$ cat src/rtl/regbank_pkg.sv
// Shared definitions for the register-bank controller: controller states and
// default bank geometry.
package regbank_pkg;

    localparam int unsigned DefAddrW = 4;
    localparam int unsigned DefDataW = 32;

    typedef enum logic [1:0] {
        StInit  = 2'd0,
        StRun   = 2'd1,
        StDrain = 2'd2
    } state_e;

endpackage

$ cat src/rtl/regbank_scoreboard.sv
// Pending-write scoreboard: one bit per register, set on issue of a writing
// instruction, cleared when its writeback leaves the write port. Register 0
// is hardwired and never tracked.
module regbank_scoreboard
    import regbank_pkg::*;
#(
    parameter int unsigned ADDR_W = DefAddrW
) (
    input  logic                     clk,
    input  logic                     reset,
    input  logic                     set_i,
    input  logic [ADDR_W-1:0]        set_addr_i,
    input  logic                     clr_i,
    input  logic [ADDR_W-1:0]        clr_addr_i,
    output logic [(2**ADDR_W)-1:0]   pending_o
);

    localparam int unsigned NReg = 2 ** ADDR_W;

    logic [NReg-1:0] pending_q, pending_d;
    logic [NReg-1:0] set_mask, clr_mask;

    // Set and clear of distinct bits in one cycle both take effect.
    always_comb begin
        set_mask = '0;
        clr_mask = '0;
        if (set_i && (set_addr_i != '0)) begin
            set_mask[set_addr_i] = 1'b1;
        end
        if (clr_i && (clr_addr_i != '0)) begin
            clr_mask[clr_addr_i] = 1'b1;
        end
        pending_d = (pending_q & ~clr_mask) | set_mask;
    end

    // Scoreboard state register.
    always_ff @(posedge clk or negedge reset) begin
        if (!reset) begin
            pending_q <= '0;
        end else begin
            pending_q <= pending_d;
        end
    end

    assign pending_o = pending_q;

endmodule

$ cat src/rtl/regbank_ctrl.sv
// Register-bank controller: decode issue with RAW/WAW hazard stalls, fixed
// priority writeback arbitration (memory over ALU) and a drain handshake.
// Optional feature: define REGBANK_CLEAR_EN to zero registers 1..N-1 during
// INIT; otherwise INIT lasts a single cycle.
module regbank_ctrl
    import regbank_pkg::*;
#(
    parameter int unsigned ADDR_W = DefAddrW,
    parameter int unsigned DATA_W = DefDataW
) (
    input  logic                     clk,
    input  logic                     reset,
    // Decode issue
    input  logic                     dec_valid,
    output logic                     dec_ready,
    input  logic [ADDR_W-1:0]        dec_addr_a,
    input  logic [ADDR_W-1:0]        dec_addr_b,
    input  logic [ADDR_W-1:0]        dec_addr_d,
    input  logic                     dec_we,
    // Read port to the bank
    output logic                     getRegs,
    output logic [ADDR_W-1:0]        addr_a,
    output logic [ADDR_W-1:0]        addr_b,
    // ALU writeback source
    input  logic                     alu_valid,
    output logic                     alu_ready,
    input  logic [ADDR_W-1:0]        alu_addr,
    input  logic [DATA_W-1:0]        alu_data,
    input  logic                     alu_we_high,
    // Memory-load writeback source
    input  logic                     mem_valid,
    output logic                     mem_ready,
    input  logic [ADDR_W-1:0]        mem_addr,
    input  logic [DATA_W-1:0]        mem_data,
    // Write port to the bank
    output logic                     writeBack,
    output logic                     we,
    output logic                     we_high,
    output logic                     read_mem,
    output logic [ADDR_W-1:0]        addr_d,
    output logic [DATA_W-1:0]        data_d,
    // Drain handshake and scoreboard view
    input  logic                     drain_req,
    output logic                     drain_done,
    output logic [(2**ADDR_W)-1:0]   pending
);

    state_e state_q, state_d;

    logic              getregs_q, getregs_d;
    logic [ADDR_W-1:0] addr_a_q, addr_a_d;
    logic [ADDR_W-1:0] addr_b_q, addr_b_d;

    logic              wb_q, wb_d;
    logic              we_q, we_d;
    logic              we_high_q, we_high_d;
    logic              read_mem_q, read_mem_d;
    logic [ADDR_W-1:0] addr_d_q, addr_d_d;
    logic [DATA_W-1:0] data_d_q, data_d_d;

`ifdef REGBANK_CLEAR_EN
    logic [ADDR_W-1:0] init_cnt_q, init_cnt_d;
`endif

    logic run_or_drain;
    logic haz_a, haz_b, haz_d;
    logic issue_acc, mem_acc, alu_acc, wr_acc;

    // Hazard check and source handshakes; address 0 never stalls.
    always_comb begin
        run_or_drain = (state_q == StRun) || (state_q == StDrain);
        haz_a        = (dec_addr_a != '0) && pending[dec_addr_a];
        haz_b        = (dec_addr_b != '0) && pending[dec_addr_b];
        haz_d        = dec_we && (dec_addr_d != '0) && pending[dec_addr_d];
        dec_ready    = (state_q == StRun) && !haz_a && !haz_b && !haz_d;
        issue_acc    = dec_valid && dec_ready;
        mem_ready    = run_or_drain;
        alu_ready    = run_or_drain && !mem_valid;
        mem_acc      = mem_valid && mem_ready;
        alu_acc      = alu_valid && alu_ready;
        wr_acc       = mem_acc || alu_acc;
    end

    regbank_scoreboard #(
        .ADDR_W (ADDR_W)
    ) u_scoreboard (
        .clk        (clk),
        .reset      (reset),
        .set_i      (issue_acc && dec_we),
        .set_addr_i (dec_addr_d),
        .clr_i      (wb_q),
        .clr_addr_i (addr_d_q),
        .pending_o  (pending)
    );

    // FSM next-state and drain completion.
    always_comb begin
        state_d    = state_q;
        drain_done = 1'b0;
`ifdef REGBANK_CLEAR_EN
        init_cnt_d = init_cnt_q;
`endif
        case (state_q)
            StInit: begin
`ifdef REGBANK_CLEAR_EN
                init_cnt_d = init_cnt_q + 1'b1;
                if (init_cnt_q == '1) begin
                    state_d = StRun;
                end
`else
                state_d = StRun;
`endif
            end
            StRun: begin
                if (drain_req) begin
                    state_d = StDrain;
                end
            end
            StDrain: begin
                // Done only once nothing is pending, on the port, or entering it.
                if ((pending == '0) && !wb_q && !wr_acc) begin
                    drain_done = 1'b1;
                    state_d    = StRun;
                end
            end
            default: state_d = StInit;
        endcase
    end

    // Next values for the registered read and write ports.
    always_comb begin
        getregs_d  = issue_acc;
        addr_a_d   = issue_acc ? dec_addr_a : addr_a_q;
        addr_b_d   = issue_acc ? dec_addr_b : addr_b_q;
        wb_d       = 1'b0;
        we_d       = 1'b0;
        we_high_d  = 1'b0;
        read_mem_d = 1'b0;
        addr_d_d   = addr_d_q;
        data_d_d   = data_d_q;
        if (mem_acc) begin
            wb_d       = 1'b1;
            we_d       = (mem_addr != '0);
            read_mem_d = 1'b1;
            addr_d_d   = mem_addr;
            data_d_d   = mem_data;
        end else if (alu_acc) begin
            wb_d      = 1'b1;
            we_d      = (alu_addr != '0);
            we_high_d = alu_we_high;
            addr_d_d  = alu_addr;
            data_d_d  = alu_data;
        end
`ifdef REGBANK_CLEAR_EN
        else if (state_q == StInit) begin
            wb_d     = 1'b1;
            we_d     = 1'b1;
            addr_d_d = init_cnt_q;
            data_d_d = '0;
        end
`endif
    end

    // State and output registers; reset discards all in-flight work.
    always_ff @(posedge clk or negedge reset) begin
        if (!reset) begin
            state_q    <= StInit;
            getregs_q  <= 1'b0;
            addr_a_q   <= '0;
            addr_b_q   <= '0;
            wb_q       <= 1'b0;
            we_q       <= 1'b0;
            we_high_q  <= 1'b0;
            read_mem_q <= 1'b0;
            addr_d_q   <= '0;
            data_d_q   <= '0;
`ifdef REGBANK_CLEAR_EN
            init_cnt_q <= ADDR_W'(1);
`endif
        end else begin
            state_q    <= state_d;
            getregs_q  <= getregs_d;
            addr_a_q   <= addr_a_d;
            addr_b_q   <= addr_b_d;
            wb_q       <= wb_d;
            we_q       <= we_d;
            we_high_q  <= we_high_d;
            read_mem_q <= read_mem_d;
            addr_d_q   <= addr_d_d;
            data_d_q   <= data_d_d;
`ifdef REGBANK_CLEAR_EN
            init_cnt_q <= init_cnt_d;
`endif
        end
    end

    assign getRegs   = getregs_q;
    assign addr_a    = addr_a_q;
    assign addr_b    = addr_b_q;
    assign writeBack = wb_q;
    assign we        = we_q;
    assign we_high   = we_high_q;
    assign read_mem  = read_mem_q;
    assign addr_d    = addr_d_q;
    assign data_d    = data_d_q;

endmodule

$ cat config.mk
export PLATFORM = sky130hd
export DESIGN_NAME = regbank_ctrl
export DESIGN_NICKNAME = d
export VERILOG_FILES = /design/src/rtl/regbank_pkg.sv /design/src/rtl/regbank_scoreboard.sv /design/src/rtl/regbank_ctrl.sv
export SDC_FILE = /design/constraint.sdc
export NUM_CORES = 1
export LEC_CHECK = 0
export BUFFER_PORTS_ARGS = -buffer_cell sky130_fd_sc_hd__buf_2
export CORE_MARGIN = 10
export CORE_UTILIZATION = 51
export DETAILED_ROUTE_END_ITERATION = 10
export GPL_TIMING_DRIVEN = 0
export PLACE_DENSITY = 0.86
export SYNTH_ARGS = -nofsm -noshare
export SYNTH_HDL_FRONTEND = slang
export SYNTH_SLANG_ARGS = --single-unit
$ cat constraint.sdc
create_clock -name clk -period 6.3 [get_ports clk]
set_input_delay 0.945 -clock clk [delete_from_list [all_inputs] [get_ports clk]]
set_output_delay 0.945 -clock clk [all_outputs]
set_load 0.01 [all_outputs]
# --- Yosys cells after proc, flatten, opt, wreduce, memory -nomap -nowiden ---
# Index checks and enable logic that the tools add are counted.
word_totals:
  mem_bits_rw: 0
  latch_bits: 0
  in_bits: 92
  n_memories: 0
  ff_bits: 67
  output_inout_bits: 69
  mem_bits_ro: 0
classes:
  n_lt_le_gt_ge: 6
  n_mux: 28
  n_mul: 0
  addsub: 0
  n_shift: 0
  n_reduce_logical: 36
  div_mod_pow: 0
  eq_ne: 4
  bitwise_logic: 3
op_table:
  columns: ["op", "n"]
  rows:
  - ["32-bit two-way mux", 2]
  - ["16-bit two-way mux", 2]
  - ["4-bit nonzero test", 6]
  - ["4-bit by 5-bit < comparator with 1-bit output, second input constant", 4]
  - ["1-bit logical AND", 18]
  - ["16-bit AND", 1]
  - ["16-bit logical NOT", 1]
  - ["16-bit inverter", 1]
  - ["16-bit bitwise OR", 1]
  - ["1-bit two-way mux", 14]
  - ["1-bit binary-select mux with 4-bit select", 3]
  - ["1-bit demux with 4-bit select", 2]
  - ["4-bit by 1-bit greater-or-equal comparator with 1-bit output, second input constant", 2]
  - ["4-bit two-way mux", 2]
  - ["1-bit logical NOT", 6]
  - ["2-bit case mux with 3 select lines", 1]
  - ["2-bit two-way mux", 2]
  - ["2-bit by 1-bit equality test with 1-bit output, second input constant", 1]
  - ["2-bit equality test, second input constant", 1]
  - ["2-bit logical NOT", 1]
  - ["1-bit logical OR", 2]
  - ["2-bit by 1-bit != test with 1-bit output, second input constant", 1]
  - ["2-bit != test, second input constant", 1]
  - ["2-bit AND reduction", 1]
  - ["2-bit nonzero test", 1]

# --- Longest topological paths before layout ---
# Gate-level depths: netlist of the first run.
depth:
  depth_word: 12
  ltp_mapped: 9
  mapped_depth_nobuf: 8

# --- Modules after synthesis ---
# Synthesis of the first run repeated with hierarchy kept, for this count alone.
hier_totals:
  cells_unflattened: 336
  area_unflattened_um2: 3493.4
by_module_without_submodules:
  columns: ["mod", "instances", "seq_area_each_um2", "cells_each", "area_each_um2"]
  rows:
  - ["regbank_ctrl", 1, 1276.2, 268, 2803.9]
  - ["regbank_scoreboard", 1, 400.4, 68, 689.4]

# --- Worst setup path before layout of the first run ---
# Ideal clock, no wire load.
synth_timing:
  kind: "input-to-output"
  startpoint: "in dec_addr_d[0]"
  endpoint: "out dec_ready"
  arrival_time_ns: 2.266
  path_slack_ns: 3.089
  path_stages: 8
  cell_sequence: "buf_4 > mux4_2 > nand2b_1 > nand3_1 > a31oi_1 > nand2_2 > buf_6 > inv_1"
synth_via:
  elab_chain_len: 5
  elab_cells_between_ends: 7
  cone_classes: "2 x mux; 5 x reduce/logical"
synth_lines:
  columns: ["item", "line_no", "rtl"]
  rows:
  - ["from (decl)", "regbank_ctrl.sv:18", "input logic [ADDR_W-1:0] dec_addr_d,"]
  - ["1-bit binary-select mux with 4-bit select / 4-bit nonzero test (equally long branches)", "regbank_ctrl.sv:74", "haz_d = dec_we && (dec_addr_d != '0) && pending[dec_addr_d];"]
  - ["1-bit two-way mux (implied by the code) / 1-bit logical AND (equally long branches)", "regbank_ctrl.sv:74", null]
  - ["1-bit logical AND *", "regbank_ctrl.sv:74", null]
  - ["1-bit logical NOT *", "regbank_ctrl.sv:75", "dec_ready = (state_q == StRun) && !haz_a && !haz_b && !haz_d;"]
  - ["1-bit logical AND *", "regbank_ctrl.sv:75", null]
  - ["to (decl)", "regbank_ctrl.sv:15", "output logic dec_ready,"]
# Mark *: on every way between the ends. The rest lies on a longest branch, timed or not. The select of a mux whose other input is x is not followed.

# --- Worst setup path after layout of the first run ---
layout_timing:
  startpoint: "in dec_addr_a[1]"
  endpoint: "out dec_ready"
layout_via:
  elab_chain_len: 7
  elab_cells_between_ends: 8
  cone_classes: "2 x mux; 6 x reduce/logical"
layout_lines:
  columns: ["item", "line_no", "rtl"]
  rows:
  - ["from (decl)", "regbank_ctrl.sv:16", "input logic [ADDR_W-1:0] dec_addr_a,"]
  - ["1-bit binary-select mux with 4-bit select", "regbank_ctrl.sv:72", "haz_a = (dec_addr_a != '0) && pending[dec_addr_a];"]
  - ["1-bit two-way mux (implied by the code)", "regbank_ctrl.sv:72", null]
  - ["1-bit logical AND *", "regbank_ctrl.sv:72", null]
  - ["1-bit logical NOT *", "regbank_ctrl.sv:75", null]
  - ["1-bit logical AND * (3 in a row)", "regbank_ctrl.sv:75", null]
# Marks and branches as above.

==> results.txt, run 1 <==
Status -> complete, no violations
PnR worst setup slack -> 2.66 ns
CP arrival -> 2.69 ns
Die Y -> 103 um
Rows -> 30
WP buf/inv -> 4
TritonCTS Sinks -> 67
Number of synthesized register bits -> 67
Avg WL per Cell -> 19.0 um
Placer Congestion -> 0.923
R2R Path Start -> state_q[0]
Dpl cells -> 554
Leak -> 2.41 nW
GR Util All Layers -> 0.209
CP Capture Type -> output port
Slowest cell on crit path -> mux4_1
Io pins -> 161
Most used DFF post-synth -> dfrtp_1
Largest net degree at the start of global routing -> 68
Synthesis-to-layout area growth -> 30.9%
Sequential share of the synthesized area -> 0.481
Reg clk slew, reported paths -> 0.07 ns
Post_cts resized -> 0
# port buffers -> 157
Min-delay src -> data_d[0]
Peak supply drop -> 308 uV
Yosys top cell by area -> dfrtp_1
EDFF count, synth -> 0
CP Launch Type -> input pin
Asr flop ratio synth -> 1.00
Final hold slack -> 0.480 ns
Fin Clk Skew -> 0.00928 ns
Critical Path RT -> 5.35 ns
Gr ovfl total -> 0
Initial antenna violation count -> 0
Yosys warns -> 0
Tightest Pin Transition -> 0.832 ns
Routed Wire Length -> 10.9 mm
Avg Inst Size Synth -> 11.0 um2
Worst Reg-to-Reg Cells -> 8
Fin Setup TNS -> 0 ns
Worst R2R End -> state_q[1]
Hold endpoint -> data_d[0]
CTS max path bufs -> 2
Cell with the most instances after synthesis -> dfrtp_1
Max Slew Vio Count -> 0
TritonRoute pass-1 iters -> 4
Max Clk Rate -> 0.275 GHz
Diode count -> 0
WS Path Type -> input pin to output port
Syn_nets -> 414
Slew Limit Headroom -> 0.445
Die area -> 10500 um2
Yosys top cell area share -> 0.481
DR iter-0 viols -> 135
Syn Inst Count -> 317
Post-synth top cells -> dfrtp_1 (67), o21ai_0 (54), nand2_1 (42)
Hold crit path type -> register to register
Final setup vio count -> 0
First-pass GRT wire length -> 17.5 mm
Residual DRC count -> 0
Level count of the clock H-tree -> 3
Layout Cells excl Fill -> 570
CTS hold repair buffers -> 0
CTS Buf Count -> 9
RSZ-0062 raised after global routing -> no
Period Utilization, post-route -> 0.577
Cells along the critical path -> buf_2 > mux4_1 > o22ai_1 > o32ai_1 > a21oi_1 > nand2_2 > buf_6 > inv_1 > buf_2
Delay-heaviest family, CP -> multiplexers
Avg Vias per Cell -> 5.61
Later-pin clock latency in the skew report -> 0.34 ns
Setup slack at placement -> 2.70 ns
Die Wd -> 103 um
Crit-path max FO -> 10
Crit-path max cell delay -> 0.55 ns
Distinct cells, synth -> 39
Power Density -> 493 nW/um2
Reg2Reg Setup Slack -> 3.79 ns
TritonCTS clock tree -> built
Total number of vias -> 3199
Tot Pwr -> 0.00225 W
Crit-path most repeated cell -> buf_2
Fin nets -> 582
Initial core utilization -> 0.519
CTS root buffer -> clkbuf_8
Synth Cell Area -> 3490 um2
Core area -> 6720 um2
Hold Path Depth -> 2
Dpl hpwl -> 8.64 mm
Min cycle time layout -> 3.64 ns
Setup bufs post-CTS -> 0
# fillers -> 520
Final hold viol count -> 0
Maxcap violations -> 0
Synth area leaders -> dfrtp_1 (48%), mux2i_1 (11%), o21ai_0 (7.8%), nand2_1 (4.5%), mux4_2 (3.9%)
Vias in the first global route -> 3517
ANT nets after route -> 0
Layout cell share with drive strength beyond 1 -> 0.404
-- worst max path at each step --
stage | end | from | slack [ns] | cells after the start
2_1_floorplan | dec_ready | dec_addr_d[0] | 3.09 | 8
3_3_place_gp | dec_ready | dec_addr_a[1] | 2.75 | 9
3_5_place_dp | dec_ready | dec_addr_a[1] | 2.70 | 9
4_1_cts | dec_ready | dec_addr_a[1] | 2.69 | 9
5_1_grt | dec_ready | dec_addr_a[1] | 2.51 | 9
6_report | dec_ready | dec_addr_a[1] | 2.66 | 9
-- per-stage QoR --
stage / area, um2 / utilization
floorplan: 3490 / -
global placement: 4370 / 0.651
detailed placement: 4370 / 0.651
CTS: 4560 / 0.679
global route: 4560 / 0.679
finish: 4560 / 0.679
-- power by group --
| part | total (W) | switching (W) | internal, W |
|---|---|---|---|
| Combinational | 0.00107 | 0.000599 | 0.000473 |
| Clock | 0.000352 | 0.000157 | 0.000194 |
| Sequential | 0.000825 | 0.000186 | 0.000639 |
-- per-layer routing --
layer	share of wire	vias up	GRT usage	wire length, um
met4	0.0094	0	0.0629	102
met2	0.48	174	0.359	5260
met3	0.12	11	0.0798	1270
met1	0.39	1521	0.236	4220
li1	-	1493	-	-
met5	0	-	0	0
-- layout by cell type (no fill, tap or decap), types with 2 or more instances in the layout --
master,Yosys,layout
buf_2,0,156
dfrtp_1,67,67
o21ai_0,54,54
nand2_1,42,42
mux2i_1,38,38
clkbuf_1,13,17
o31ai_1,15,15
clkbuf_8,0,10
inv_1,8,8
mux2_4,8,8
nand3b_1,7,7
mux4_2,6,6
nand2b_1,6,6
mux2_2,5,5
ha_1,5,5
nand3_1,4,4
buf_6,3,3
nor2b_1,3,3
or3b_2,3,3
nor4_1,3,3
mux4_1,2,2
a21oi_1,2,2
o22ai_1,2,2
buf_4,1,2
and3_1,2,2
and2_1,2,2
o41ai_1,2,2
-- registers in the layout, summed over array words and instances, names as in the netlist --
register / flops
read_mem: 1
we: 1
u_scoreboard.pending_o: 16
data_d: 32
writeBack: 1
getRegs: 1
addr_d: 4
addr_a: 4
we_high: 1
state_q: 2
addr_b: 4
-- cell families (layout without fill, tap and decap cells) --
group / after synthesis / after routing / synth area share
flip-flops: 67 / 67 / 0.481
AND/OR/NAND/NOR: 80 / 80 / 0.117
multiplexers: 59 / 59 / 0.214
adder cells (fa/ha/maj): 5 / 5 / 0.0179
buffers and inverters: 25 / 198 / 0.0345
AO/OA/AOI/OAI: 81 / 81 / 0.136
-- cell type report --
| type | count | area [um2] | share of cell area |
|---|---|---|---|
| Timing Repair Buffer | 157 | 788 | 0.173 |
| Inverter | 8 | 30.0 | 0.00658 |
| Buffer | 17 | 90.1 | 0.0197 |
| Multi-Input combinational cell | 225 | 1690 | 0.370 |
| Sequential cell | 67 | 1680 | 0.368 |
| Clock buffer | 14 | 153 | 0.0335 |
| Tap cell | 80 | 100 | 0.0219 |
| Clock inverter | 2 | 35.0 | 0.00768 |
-- worst min-delay path: cells and delay by family (launching register included) --
family | cells | cell delay, ns
AND/OR/NAND/NOR | 1 | 0.05
flip-flops | 1 | 0.34
AO/OA/AOI/OAI | 1 | 0.06
No activity file was read; power rests on OpenSTA's default activity.
==> inputs of run 2 (changes only) <==
--- a/config.mk
+++ b/config.mk
@@ -7,10 +7,10 @@
 export LEC_CHECK = 0
 export BUFFER_PORTS_ARGS = -buffer_cell sky130_fd_sc_hd__buf_2
 export CORE_MARGIN = 10
-export CORE_UTILIZATION = 51
+export CORE_UTILIZATION = 42
 export DETAILED_ROUTE_END_ITERATION = 10
 export GPL_TIMING_DRIVEN = 0
-export PLACE_DENSITY = 0.86
+export PLACE_DENSITY = 0.76
 export SYNTH_ARGS = -nofsm -noshare
 export SYNTH_HDL_FRONTEND = slang
 export SYNTH_SLANG_ARGS = --single-unit
==> constraint.sdc (replaced) <==
create_clock -name clk -period 3.3 [get_ports clk]
set_input_delay 0.495 -clock clk [delete_from_list [all_inputs] [get_ports clk]]
set_output_delay 0.495 -clock clk [all_outputs]
set_load 0.01 [all_outputs]
==> run 2 against run 1 <==
  * Critical path depth down 1
  * First-iteration DRC count up 3.7%
  * Final area up 1.3%
  * Cell count up 4.4%
  * Largest power group unchanged
  * Highest routed layer unchanged
==> results.txt, run 2 (synthesis results as in run 1) <==
Setup bufs post-CTS -> 0
Final setup vio count -> 0
Avg WL per Cell -> 19.0 um
TritonCTS Sinks -> 67
Initial antenna violation count -> 0
Tot Pwr -> 0.00437 W
Commonest non-fill, non-tap cell in the layout -> buf_2
Final hold viol count -> 0
CP Launch Type -> register
Share of the core filled with cells -> 0.568
TritonCTS clock tree -> built
Crit-path max cell delay -> 0.43 ns
Crit-path max FO -> 10
Cells along the critical path -> inv_1 > ha_1 > o21ai_0 > clkbuf_1 > nand4_1 > nor4_1 > and2_1 > buf_2
Fin Clk Skew -> 0.00854 ns
Fin Setup TNS -> 0 ns
Residual DRC count -> 0
Placed instance area -> 4410 um2
WP buf/inv -> 3
Register area -> 1680 um2
Period Utilization, post-route -> 0.941
Slew Limit Headroom -> 0.439
CTS hold repair buffers -> 0
Final hold slack -> 0.236 ns
First-pass GRT wire length -> 17.8 mm
Multi-input gate area -> 1690 um2
Power Density -> 945 nW/um2
Dpl hpwl -> 9.02 mm
Largest register FFs -> 32
Critical Path RT -> 2.80 ns
Total number of vias -> 3207
Layout cell share with drive strength beyond 1 -> 0.410
Leak -> 2.42 nW
Routed Wire Length -> 11.3 mm
Tightest Pin Transition -> 0.842 ns
GR Util All Layers -> 0.175
CTS Buf Count -> 9
# port buffers -> 157
DR iter-0 viols -> 140
Die Y -> 111 um
Hold crit path type -> input pin to async pin
Delay-heaviest family, CP -> simple AND/OR/NAND/NOR gates
Die Wd -> 111 um
Max Clk Rate -> 0.322 GHz
CP arrival -> 2.61 ns
Diode count -> 0
Maxcap violations -> 0
WS Path Type -> register to output port
Peak supply drop -> 490 uV
Status -> complete, no violations
CTS root buffer -> clkbuf_8
RSZ-0062 raised after global routing -> no
Die area -> 12300 um2
Initial core utilization -> 0.429
ANT nets after route -> 0
Gr ovfl total -> 0
# fillers -> 722
Fin nets -> 582
Slowest cell on crit path -> dfrtp_1
Post_cts resized -> 0
Io pins -> 161
Core area -> 8130 um2
Synthesis-to-layout area growth -> 32.6%
CP Capture Type -> output port
CTS max path bufs -> 2
Rows -> 33
Largest net degree at the start of global routing -> 68
Max Slew Vio Count -> 0
Most frequent cells in the layout -> buf_2 (156), dfrtp_1 (67), o21ai_0 (54)
Avg Vias per Cell -> 5.39
Vias in the first global route -> 3481
Level count of the clock H-tree -> 3
Min cycle time layout -> 3.11 ns
Reg clk slew, reported paths -> 0.07 ns
Post-route design area -> 4620 um2
Later-pin clock latency in the skew report -> 0.35 ns
TritonRoute pass-1 iters -> 4
Placer Congestion -> 0.916
[run 2: changes by cell type in the layout (fill, tap and decap cells not counted)]
cell        change
bufinv_16       +1
clkinv_4        +2
clkinvlp_4      +1
clkbuf_8        -1
clkbuf_1        -3
[run 2: per-layer routing]
| layer | track usage | vias up | part of all wire |
|---|---|---|---|
| met3 | 0.0920 | 15 | 0.13 |
| li1 | - | 1492 | - |
| met4 | 0.0617 | 0 | 0.015 |
| met2 | 0.276 | 182 | 0.46 |
| met1 | 0.198 | 1518 | 0.39 |
| met5 | 0 | - | 0 |
[run 2: worst paths after layout]
check	cells past startpoint	start	endpoint	slack (ns)
max in group asynchronous	1	reset	addr_a[2]	2.49
max reg2reg	8	state_q[0]	state_q[1]	0.71
max	8	state_q[0]	drain_done	0.19
min reg2reg	2	data_d[21]	data_d[21]	0.48
min	1	reset	addr_b[1]	0.24
min in group clk	2	alu_we_high	we_high	0.38
[run 2: cell type report]
class | instances | share of cell area
clock buffer | 10 | 0.0276
clock inverter | 6 | 0.0195
timing repair buffer | 157 | 0.171
inverter | 8 | 0.00650
multi-input combinational | 225 | 0.365
tap | 105 | 0.0284
buffer | 17 | 0.0195
sequential | 67 | 0.363
[run 2: metrics by stage]
stage / worst slack [ns] / cells
final: 0.193 / 595
after global routing: 0.00273 / 595
after CTS: 0.140 / 595
after detailed placement: 0.532 / 579
after global placement: 0.551 / 579
after floorplan: 0.989 / 317
[run 2: where the power goes]
group	leakage, nW	internal (W)	switching [W]
logic	1.49	0.000904	0.00115
registers	0.829	0.00122	0.000350
clock network	0.106	0.000427	0.000323
==> inputs of run 3 (changes only) <==
--- a/config.mk
+++ b/config.mk
@@ -5,12 +5,15 @@
 export SDC_FILE = /design/constraint.sdc
 export NUM_CORES = 1
 export LEC_CHECK = 0
+export ABC_AREA = 1
 export BUFFER_PORTS_ARGS = -buffer_cell sky130_fd_sc_hd__buf_2
+export CELL_PAD_IN_SITES_DETAIL_PLACEMENT = 0
+export CELL_PAD_IN_SITES_GLOBAL_PLACEMENT = 1
 export CORE_MARGIN = 10
-export CORE_UTILIZATION = 42
+export CORE_UTILIZATION = 30
 export DETAILED_ROUTE_END_ITERATION = 10
 export GPL_TIMING_DRIVEN = 0
-export PLACE_DENSITY = 0.76
+export PLACE_DENSITY_LB_ADDON = 0.1
 export SYNTH_ARGS = -nofsm -noshare
 export SYNTH_HDL_FRONTEND = slang
 export SYNTH_SLANG_ARGS = --single-unit
==> run 3 against run 2 <==
  * Worst setup slack improved by 0.41 ns
  * Critical path type unchanged
  * Highest routed layer unchanged
  * Final area increased by 11%
  * Global-route usage decreased by 1.4 points
  * Critical path depth increased by 2
  * Count of clock-buffer cells in the layout rose by 5
  * Non-clock buffer count is 10 higher
  * Wire length increased by 24%
==> results.txt, run 3 <==
Core area -> 12200 um2
Power Density -> 927 nW/um2
Die Wd -> 132 um
PnR worst setup slack -> 0.600 ns
GR Util All Layers -> 0.161
Number of synthesized register bits -> 67
First-pass GRT wire length -> 22.7 mm
Tot Pwr -> 0.00474 W
Initial core utilization -> 0.311
Avg WL per Cell -> 16.4 um
Synth Cell Area -> 3780 um2
ANT nets after route -> 0
RSZ-0062 raised after global routing -> no
Avg Inst Size Synth -> 7.41 um2
Dpl hpwl -> 11.0 mm
Period Utilization, post-route -> 0.818
Max Clk Rate -> 0.370 GHz
Asr flop ratio synth -> 1.00
Die Y -> 132 um
Hold Path Depth -> 3
Largest register FFs -> 32
Worst Reg-to-Reg Cells -> 11
Crit-path max FO -> 7
Hold crit path type -> input pin to register
CTS Buf Count -> 9
Min cycle time layout -> 2.70 ns
Routed Wire Length -> 14.0 mm
Cells along the critical path -> inv_1 > ha_1 > inv_1 > nor2_1 > nand2_1 > nand2_1 > nor2_1 > nand4_1 > nor2_1 > buf_2
Residual DRC count -> 0
Level count of the clock H-tree -> 3
Placer Congestion -> 0.847
Commonest non-fill, non-tap cell in the layout -> buf_2
CTS root buffer -> clkbuf_16
Crit-path most repeated cell -> nor2_1
Status -> complete, no violations
Final setup vio count -> 0
CP arrival -> 2.21 ns
CTS max path bufs -> 2
Rows -> 40
Gr ovfl total -> 0
CP Capture Type -> output port
Syn_nets -> 607
DR iter-0 viols -> 192
Most frequent cells in the layout -> buf_2 (161), nand2_1 (135), nor2_1 (99)
Later-pin clock latency in the skew report -> 0.34 ns
Min-delay src -> alu_we_high
Yosys top cell by area -> dfrtp_1
Slowest cell on crit path -> dfrtp_1
Fin nets -> 778
TritonCTS clock tree -> built
Initial antenna violation count -> 1
Tightest Pin Transition -> 0.552 ns
Synthesis-to-layout area growth -> 35.3%
# fillers -> 1308
EDFF count, synth -> 0
Sequential share of the synthesized area -> 0.443
TritonCTS Sinks -> 67
Slew Limit Headroom -> 0.632
Post-synth top cells -> nand2_1 (135), nor2_1 (99), dfrtp_1 (67)
Io pins -> 161
Leak -> 2.73 nW
Peak supply drop -> 305 uV
Max Slew Vio Count -> 0
Final hold viol count -> 0
Yosys top cell area share -> 0.443
Syn Inst Count -> 510
# port buffers -> 158
Vias in the first global route -> 4283
Reg clk slew, reported paths -> 0.05 ns
Distinct cells, synth -> 37
Hold endpoint -> we_high
Die area -> 17500 um2
Critical Path RT -> 2.80 ns
Synth area leaders -> dfrtp_1 (44%), nand2_1 (13%), nor2_1 (9.8%), o31ai_1 (6.9%), nand3_1 (4.9%)
WS Path Type -> register to output port
Fin Setup TNS -> 0 ns
Avg Vias per Cell -> 4.68
Most used DFF post-synth -> dfrtp_1
Yosys warns -> 0
Cell with the most instances after synthesis -> nand2_1
Delay-heaviest family, CP -> simple AND/OR/NAND/NOR gates
Total number of vias -> 4001
Fin Clk Skew -> 0.00508 ns
Crit-path max cell delay -> 0.42 ns
WP buf/inv -> 3
TritonRoute pass-1 iters -> 4
Reg2Reg Setup Slack -> 0.90 ns
Worst R2R End -> data_d[21]
Register area -> 1680 um2
Maxcap violations -> 0
Layout cell share with drive strength beyond 1 -> 0.290
Setup slack at placement -> 0.839 ns
CP Launch Type -> register
R2R Path Start -> state_q[0]
Largest net degree at the start of global routing -> 59
Multi-input gate area -> 1790 um2
## run 3: report_power, final
group	leakage [nW]	internal, W	switching (W)	total (W)
Sequential	0.825	0.00123	0.000367	0.00159
Clock	0.146	0.000590	0.000351	0.000941
Combinational	1.76	0.000805	0.00140	0.00221
Total	2.73	0.00262	0.00212	0.00474
## run 3: timing repair
item	4_1_cts	5_1_grt
endpoints found under the hold margin	9	0
hold buffers	1	0
resized for setup	0	0
setup buffers	0	0
## run 3: per-layer routing
metal | global-route usage | wire length, um | share of wire
met3 | 0.0648 | 1280 | 0.091
met1 | 0.199 | 6330 | 0.45
met5 | 0 | 0 | 0
met4 | 0.0678 | 287 | 0.020
met2 | 0.244 | 6110 | 0.44
## run 3: how the worst max path moves through the flow
stage | from | to | slack (ns) | cells past startpoint
6_report | state_q[0] | drain_done | 0.60 | 10
5_1_grt | state_q[0] | drain_done | 0.39 | 10
4_1_cts | state_q[0] | drain_done | 0.51 | 10
3_5_place_dp | state_q[0] | data_d[21] | 0.84 | 11
3_3_place_gp | state_q[0] | data_d[24] | 0.88 | 11
2_1_floorplan | state_q[0] | drain_done | 1.24 | 9
## run 3: cell families (layout without fill, tap and decap cells)
| logic type | count (synthesis) | count (layout) | synth area share |
|---|---|---|---|
| AND/OR/NAND/NOR | 304 | 304 | 0.345 |
| buffers and inverters | 71 | 247 | 0.0821 |
| flip-flops | 67 | 67 | 0.443 |
| AO/OA/AOI/OAI | 63 | 63 | 0.113 |
| adder cells (fa/ha/maj) | 5 | 5 | 0.0165 |
| other | 0 | 1 | 0 |
## run 3: final cells by class
cell class,count,share of cell area
tap,168,0.0411
inverter,47,0.0347
timing repair buffer,160,0.162
buffer,24,0.0259
clock buffer,15,0.0562
clock inverter,1,0.000978
antenna,1,0.000489
multi-input combinational,372,0.351
sequential,67,0.328
## run 3: metrics by stage
stage          area, um2  cells  hold slack [ns]  utilization
5_1_grt             5120    855            0.387        0.421
6_report            5120    855            0.366        0.421
3_3_place_gp        4780    836            0.452        0.393
4_1_cts             5110    854            0.351        0.421
2_1_floorplan       3780    510            0.199            -
3_5_place_dp        4810    837            0.355        0.396
## run 3: worst min-delay path, cell delays in order
cell,delay (ns)
buf_2,0.09
inv_1,0.04
nor2_1,0.04
